**config.mk**
```make
export PLATFORM = sky130hd
export DESIGN_NAME = gain_ramp
export DESIGN_NICKNAME = d
export VERILOG_FILES = /design/src/rtl/gain_ramp.sv
export SDC_FILE = /design/constraint.sdc
export NUM_CORES = 2
export LEC_CHECK = 0
export ABC_AREA = 1
export CAP_MARGIN = 20
export CORE_MARGIN = 4
export CORE_UTILIZATION = 35
export CTS_BUF_LIST = sky130_fd_sc_hd__clkbuf_4
export DETAILED_ROUTE_END_ITERATION = 8
export GPL_TIMING_DRIVEN = 0
export HOLD_SLACK_MARGIN = 0.05
export SYNTH_ARGS = -nofsm -noshare
export SYNTH_HDL_FRONTEND = slang
export SYNTH_SLANG_ARGS = --single-unit
export TNS_END_PERCENT = 20
```
**constraint.sdc**
```tcl
create_clock -name clk -period 21.7 [get_ports clk]
set_clock_uncertainty 0.2 [all_clocks]
set_input_delay 3.255 -clock clk [delete_from_list [all_inputs] [get_ports clk]]
set_output_delay 3.255 -clock clk [all_outputs]
set_load 0.005 [all_outputs]
```
**src/rtl/gain_ramp.sv**
```systemverilog
// gain_ramp: per-frame ramped signed gain on time-multiplexed AXI-Stream channels, 2-cycle latency.
// Registered-ready 2-entry skid feeds stage M (product) and stage O (round/limit); GAIN_SAT_EN enables clamping and sat_flag.
module gain_ramp #(
  parameter int DW    = 24,
  parameter int COEFW = 18,
  parameter int COEFQ = 16,
  parameter int CH    = 2,
  parameter int STEPW = 12
) (
  input  logic              clk,
  input  logic              rst,
  input  logic [DW-1:0]     s_axis_tdata,
  input  logic              s_axis_tvalid,
  output logic              s_axis_tready,
  input  logic              s_axis_tlast,
  output logic [DW-1:0]     m_axis_tdata,
  output logic              m_axis_tvalid,
  input  logic              m_axis_tready,
  output logic              m_axis_tlast,
  input  logic [COEFW-1:0]  k_target,
  input  logic [STEPW-1:0]  k_step,
  output logic [COEFW-1:0]  k_current,
  output logic              ramping,
`ifdef GAIN_SAT_EN
  output logic              sat_flag,
`endif
  output logic              frame_err
);

  localparam int PW = DW + COEFW;
  localparam int AW = (COEFW >= STEPW) ? COEFW + 1 : STEPW + 1;
  localparam int CW = (CH > 1) ? $clog2(CH) : 1;
  localparam logic [CW-1:0] LAST_CH = CW'(CH - 1);

  // skid buffer state
  logic [DW:0]     sk_mem_q [2];
  logic [DW:0]     sk_mem_d [2];
  logic            sk_wp_q, sk_wp_d, sk_rp_q, sk_rp_d;
  logic [1:0]      sk_cnt_q, sk_cnt_d;
  logic            sk_rdy_q, sk_rdy_d;
  logic            sk_push, sk_pop, sk_vld;
  logic [DW:0]     sk_head;

  // pipeline state
  logic            m_vld_q, m_vld_d, m_last_q, m_last_d;
  logic [PW-1:0]   m_prod_q, m_prod_d;
  logic            o_vld_q, o_vld_d, o_last_q, o_last_d;
  logic [DW-1:0]   o_dat_q, o_dat_d;
  logic            o_adv, m_adv, o_load;

  // gain and framing state
  logic [COEFW-1:0] kc_q, kc_d, kt_q, kt_d;
  logic [CW-1:0]    cnt_q, cnt_d;
  logic             err_q, err_d;

  logic signed [PW-1:0] prod_w;
  logic [PW-1:0]        rnd_w;
  logic [DW-1:0]        res_w;
  logic [AW-1:0]        kt_x, kc_x, st_x, diff_w, adiff_w, nxt_w;

`ifdef GAIN_SAT_EN
  logic [DW:0]     rsel_w;
  logic            ovf_w;
  logic            sat_q, sat_d;
`endif

  always_comb begin
    o_adv   = !o_vld_q || m_axis_tready;
    m_adv   = !m_vld_q || o_adv;
    sk_vld  = (sk_cnt_q != 2'd0);
    sk_head = sk_mem_q[sk_rp_q];
    sk_push = s_axis_tvalid && sk_rdy_q;
    sk_pop  = sk_vld && m_adv;
    o_load  = m_vld_q && o_adv;
  end

  always_comb begin
    sk_mem_d = sk_mem_q;
    if (sk_push) sk_mem_d[sk_wp_q] = {s_axis_tlast, s_axis_tdata};
    sk_wp_d  = sk_wp_q ^ sk_push;
    sk_rp_d  = sk_rp_q ^ sk_pop;
    sk_cnt_d = sk_cnt_q + {1'b0, sk_push} - {1'b0, sk_pop};
    // ready looks at next occupancy so it can be a flop without losing throughput
    sk_rdy_d = (sk_cnt_d != 2'd2);
  end

  always_comb begin
    prod_w = $signed({{DW{kc_q[COEFW-1]}}, kc_q}) *
             $signed({{COEFW{sk_head[DW-1]}}, sk_head[DW-1:0]});
    m_vld_d  = m_adv ? sk_vld : m_vld_q;
    m_prod_d = sk_pop ? prod_w : m_prod_q;
    m_last_d = sk_pop ? sk_head[DW] : m_last_q;
  end

  always_comb begin
    rnd_w = m_prod_q + (PW'(1) << (COEFQ - 1));
`ifdef GAIN_SAT_EN
    rsel_w = (DW + 1)'(rnd_w >> COEFQ);
    ovf_w  = rsel_w[DW] ^ rsel_w[DW-1];
    if (ovf_w) res_w = rsel_w[DW] ? {1'b1, {(DW-1){1'b0}}} : {1'b0, {(DW-1){1'b1}}};
    else       res_w = rsel_w[DW-1:0];
    sat_d  = sat_q | (o_load & ovf_w);
`else
    res_w = DW'(rnd_w >> COEFQ);
`endif
    o_vld_d  = o_adv ? m_vld_q : o_vld_q;
    o_dat_d  = o_load ? res_w : o_dat_q;
    o_last_d = o_load ? m_last_q : o_last_q;
  end

  // one ramp step per frame, taken as the tlast beat enters stage M
  always_comb begin
    kt_x    = AW'($signed(k_target));
    kc_x    = AW'($signed(kc_q));
    st_x    = AW'(k_step);
    diff_w  = kt_x - kc_x;
    adiff_w = diff_w[AW-1] ? (AW'(0) - diff_w) : diff_w;
    if (k_step == '0 || adiff_w <= st_x) nxt_w = kt_x;
    else if (diff_w[AW-1])                 nxt_w = kc_x - st_x;
    else                                   nxt_w = kc_x + st_x;
    kc_d = kc_q;
    kt_d = kt_q;
    if (sk_pop && sk_head[DW]) begin
      kc_d = COEFW'(nxt_w);
      kt_d = k_target;
    end
  end

  // a missing tlast parks the counter at the last channel until a tlast resyncs it
  always_comb begin
    cnt_d = cnt_q;
    err_d = 1'b0;
    if (sk_pop) begin
      if (sk_head[DW]) begin
        err_d = (cnt_q != LAST_CH);
        cnt_d = '0;
      end else if (cnt_q == LAST_CH) begin
        err_d = 1'b1;
      end else begin
        cnt_d = cnt_q + CW'(1);
      end
    end
  end

  always_ff @(posedge clk or posedge rst) begin
    if (rst) begin
      sk_mem_q[0] <= '0;
      sk_mem_q[1] <= '0;
      sk_wp_q     <= 1'b0;
      sk_rp_q     <= 1'b0;
      sk_cnt_q    <= 2'd0;
      sk_rdy_q    <= 1'b0;
      m_vld_q     <= 1'b0;
      m_last_q    <= 1'b0;
      m_prod_q    <= '0;
      o_vld_q     <= 1'b0;
      o_last_q    <= 1'b0;
      o_dat_q     <= '0;
      kc_q        <= '0;
      kt_q        <= '0;
      cnt_q       <= '0;
      err_q       <= 1'b0;
`ifdef GAIN_SAT_EN
      sat_q       <= 1'b0;
`endif
    end else begin
      sk_mem_q    <= sk_mem_d;
      sk_wp_q     <= sk_wp_d;
      sk_rp_q     <= sk_rp_d;
      sk_cnt_q    <= sk_cnt_d;
      sk_rdy_q    <= sk_rdy_d;
      m_vld_q     <= m_vld_d;
      m_last_q    <= m_last_d;
      m_prod_q    <= m_prod_d;
      o_vld_q     <= o_vld_d;
      o_last_q    <= o_last_d;
      o_dat_q     <= o_dat_d;
      kc_q        <= kc_d;
      kt_q        <= kt_d;
      cnt_q       <= cnt_d;
      err_q       <= err_d;
`ifdef GAIN_SAT_EN
      sat_q       <= sat_d;
`endif
    end
  end

  assign s_axis_tready = sk_rdy_q;
  assign m_axis_tvalid = o_vld_q;
  assign m_axis_tdata  = o_dat_q;
  assign m_axis_tlast  = o_last_q;
  assign k_current     = kc_q;
  assign ramping       = (kc_q != kt_q);
  assign frame_err     = err_q;
`ifdef GAIN_SAT_EN
  assign sat_flag      = sat_q;
`endif

endmodule

```
==> summary by stage <==
GRT
The first global-routing pass estimated 120,000 um of wire. The residual overflow from global routing is 0. The number of global-route vias before repair is 21,094. For this run, global-route usage on met1 was measured as 0.276. In the global route stage, met2 resource usage came out at 0.345. The number of antenna violations at the first check in global routing is 3. met2 is the most crowded layer. For met3 alone, demand over resource in global routing was 0.0358. The global router's overall resource usage is 0.209. The largest net degree at the start of global routing is 90.

Routing
The number of remaining DRC errors is 0. The number of nets with antenna violations after routing is 0. The total routed wirelength is 75,900 um. The count of vias placed by the detailed router is 20,534. The average vias per placed instance is 4.79. The pre-antenna-repair detailed-routing pass consisted of 5 iterations. The average wire length per cell after detail routing is 17.7 um. The iteration-0 DRC count of the detailed router is 1,431.

Layout
Relative to the synthesized area, the layout overhead comes to 10.5%. The number of nets in the layout is 3,957. Of the cells placed in the final design, the portion with a size suffix greater than 1 is 0.0400.

Counting the fill cells in the layout gives 7,267. Leaving out fill and tap cells, the most frequent cells in the layout are sky130_fd_sc_hd__nand2_1 (762), sky130_fd_sc_hd__inv_1 (712), sky130_fd_sc_hd__fa_1 (412). The final instance count without filler cells is 4,290. The leading cell type in the layout, fill and taps excluded is sky130_fd_sc_hd__nand2_1.

Floorplan
The area of the core region is 70,000 um2. From left edge to right edge, the die measures 274 um. The floorplan die area is 75,000 um2.

The effective utilization at floorplan is 0.353. The number of placed I/O pins is 106. The height of the chip is 274 um.

The number of standard-cell rows in the floorplan is 97.

Logic synthesis
The post-synthesis async set-or-reset flop share is 1.00. Synthesis produced a netlist with a net count of 3,830. The number of enable-type register cells in the synthesized netlist is 0. The post-synthesis cell type count is 54. After synthesis the cells add up to 24,700 um2. Synthesis inferred 146 register bits. Synthesis produced 3,208 cells. The main flop type after synthesis is sky130_fd_sc_hd__dfrtp_1. The portion of the post-synthesis area used by sequential elements is 0.148. The average footprint of a synthesized cell is 7.71 um2. During synthesis, Yosys emitted a total of 0 warnings.

Status
The flow ran to the end, and the final reports show no timing, DRC or antenna violations.

Timing
Final hold analysis gives a worst-case slack of 0.293 ns. Timing would allow up to 117 MHz. At the pin with the least slew margin, the transition time is 1.03 ns. The share of the clock period used by the worst path after layout is 0.395. Setup violations remaining at the end of the flow were counted as 0. Setup repair after global routing left no endpoint under its margin. The worst slew slack as a fraction of its limit is 0.316. The total negative setup slack is 0 ns. The final count of pins violating max slew is 0. The number of hold-slack violations in the final timing report is 0. The clock period minus worst slack is 8.58 ns.

Clock network
The post-cts sizing count is 0. For the worst-skew pair, the clock arrives at the later sink with an insertion delay of 0.74 ns. The post-CTS repair timing setup buffer count is 0. The cell at the root of the clock tree is sky130_fd_sc_hd__clkbuf_4. The total clock buffers created by CTS is 17. The hold buffer count at cts is 0. The clock-pin slew reported for the worst setup and hold paths after clock tree synthesis is 0.16 ns. TritonCTS built the clock tree.

The worst-case clock buffer depth is 2. The TritonCTS sink count is 146. The H-tree was split into 4 levels.

Placed design
The weighted congestion reported at the end of routability-driven placement is 0.955. The count of buffers inserted at the top-level ports is 105. The number of placed instances, taps included is 4,256. The wire-length estimate of the detail-placed layout is 64,600 um.

Run
Across the run, the number of max-cap violations was 0.

Critical path
The endpoint kind of the worst setup timing path is a flip-flop. The worst endpoint data arrival time is 9.02 ns. The critical path startpoint category is a flip-flop.

The type of the setup path with the least slack is reg2reg. The maximum fanout encountered on the critical timing path is 10. The required arrival time at the worst endpoint is 22.14 ns.

Min path
The worst min-delay path class is reg2reg.
## layer usage
| metal | part of all wire | vias up |
|---|---|---|
| li1 | - | 9818 |
| met1 | 0.43 | 9984 |
| met2 | 0.47 | 603 |
| met3 | 0.060 | 127 |
| met4 | 0.038 | 2 |
| met5 | 0.00021 | - |
## sequential cells by signal (all words and copies together), names as in the netlist
| register | cells |
|---|---|
| sk_mem_q | 50 |
| m_prod_q | 25 |
| m_axis_tdata | 24 |
| k_current | 18 |
| kt_q | 18 |
| sk_cnt_q | 2 |
| cnt_q | 1 |
| frame_err | 1 |
| m_axis_tlast | 1 |
| m_axis_tvalid | 1 |
| m_last_q | 1 |
| m_vld_q | 1 |
| s_axis_tready | 1 |
| sk_rp_q | 1 |
| sk_wp_q | 1 |
## metrics by stage
step,setup slack (ns),cell area (um2),utilization
4_1_cts,13.25,27300,0.390
2_1_floorplan,14.32,24700,-
3_5_place_dp,13.13,27000,0.386
5_1_grt,12.69,27300,0.390
3_3_place_gp,11.75,26900,0.385
6_report,13.12,27300,0.390
## cells by family (layout without fill, tap and decap cells)
logic type      count (synthesis)  after routing  share of synthesized area
simple gates                 1289           1289                      0.218
buf+inv                       842            982                      0.129
fa+ha+maj                     563            563                      0.410
compound gates                271            271                     0.0599
flops                         146            146                      0.148
xor+xnor                       93             93                     0.0333
mux                             4              4                    0.00182
other cells                     0              2                          0
## cell type report
type | instances | area [um2] | share of cell area
Clock inverter | 15 | 186 | 0.00682
Buffer | 103 | 412 | 0.0151
Sequential cell | 146 | 3650 | 0.134
Antenna cell | 2 | 5.00 | 0.000183
Tap cell | 940 | 1180 | 0.0431
Timing Repair Buffer | 108 | 1090 | 0.0399
Inverter | 739 | 2780 | 0.102
Multi-Input combinational cell | 2220 | 17900 | 0.655
Clock buffer | 17 | 128 | 0.00467
## Yosys cell counts, types with 3 or more instances
cell type                    n  share of area
sky130_fd_sc_hd__or2_2      22         0.0056
sky130_fd_sc_hd__dfrtp_1   146           0.15
sky130_fd_sc_hd__nand3_2     5         0.0020
sky130_fd_sc_hd__nor4_1      8         0.0020
sky130_fd_sc_hd__o31ai_1     4         0.0012
sky130_fd_sc_hd__a221oi_1    3         0.0011
sky130_fd_sc_hd__o21bai_1    3        0.00091
sky130_fd_sc_hd__xnor2_1    27         0.0096
sky130_fd_sc_hd__nand3b_1    8         0.0024
sky130_fd_sc_hd__buf_1       5        0.00076
sky130_fd_sc_hd__a21oi_1    81          0.016
sky130_fd_sc_hd__inv_2      17         0.0026
sky130_fd_sc_hd__o21ai_1     3        0.00061
sky130_fd_sc_hd__o21ai_0   134          0.027
sky130_fd_sc_hd__nand4_1    27         0.0068
sky130_fd_sc_hd__a211oi_1    3        0.00091
sky130_fd_sc_hd__mux2_2      4         0.0018
sky130_fd_sc_hd__a21o_1      7         0.0021
sky130_fd_sc_hd__nand2_2    25         0.0063
sky130_fd_sc_hd__xor2_1     65          0.023
sky130_fd_sc_hd__nor2_1    273          0.041
sky130_fd_sc_hd__a31oi_1    19         0.0048
sky130_fd_sc_hd__nor3_1     20         0.0040
sky130_fd_sc_hd__ha_1      151          0.076
sky130_fd_sc_hd__fa_1      412           0.33
sky130_fd_sc_hd__nand3_1   120          0.024
sky130_fd_sc_hd__o21a_1      3        0.00091
sky130_fd_sc_hd__clkinv_1    8         0.0012
sky130_fd_sc_hd__clkbuf_1   95          0.014
sky130_fd_sc_hd__nor2_2      7         0.0018
sky130_fd_sc_hd__nor2_4      4         0.0018
sky130_fd_sc_hd__inv_1     713           0.11
sky130_fd_sc_hd__nand2_1   762           0.12
## path summary, 6_finish.rpt
path	depth (start not counted)	startpoint	end	slack [ns]
setup / recovery	19	sk_rp_q$_DFF_PP0_	m_prod_q[39]$_DFFE_PP0P_	13.12
hold / removal	2	m_axis_tdata[23]$_DFFE_PP0P_	m_axis_tdata[23]$_DFFE_PP0P_	0.29
setup reg to reg	19	sk_rp_q$_DFF_PP0_	m_prod_q[39]$_DFFE_PP0P_	13.12
hold reg to reg	2	m_axis_tdata[23]$_DFFE_PP0P_	m_axis_tdata[23]$_DFFE_PP0P_	0.29
max in group asynchronous	3	rst	k_current[8]$_DFFE_PP0P_	17.74
min in group asynchronous	2	rst	sk_mem_q[1]$_DFFE_PP0P_	2.74
## worst max-delay path, stage by stage (launching register included)
cell	delay, ns
sky130_fd_sc_hd__dfrtp_1	0.42
sky130_fd_sc_hd__clkbuf_1	0.25
sky130_fd_sc_hd__o21ai_1	0.82
sky130_fd_sc_hd__clkbuf_1	0.56
sky130_fd_sc_hd__nor2_1	0.24
sky130_fd_sc_hd__fa_1	0.80
sky130_fd_sc_hd__fa_1	0.53
sky130_fd_sc_hd__ha_1	0.60
sky130_fd_sc_hd__inv_1	0.23
sky130_fd_sc_hd__fa_1	0.52
sky130_fd_sc_hd__inv_1	0.05
sky130_fd_sc_hd__fa_1	0.56
sky130_fd_sc_hd__fa_1	0.52
sky130_fd_sc_hd__ha_1	0.41
sky130_fd_sc_hd__a21oi_1	0.25
sky130_fd_sc_hd__o21ai_0	0.19
sky130_fd_sc_hd__a2111oi_0	0.80
sky130_fd_sc_hd__nand3_1	0.18
sky130_fd_sc_hd__xor2_1	0.20
sky130_fd_sc_hd__o21ai_0	0.16
Power is left out: the tool's default activity adds up to more than one toggle a clock period on the data nets, which glitch-free logic cannot reach.
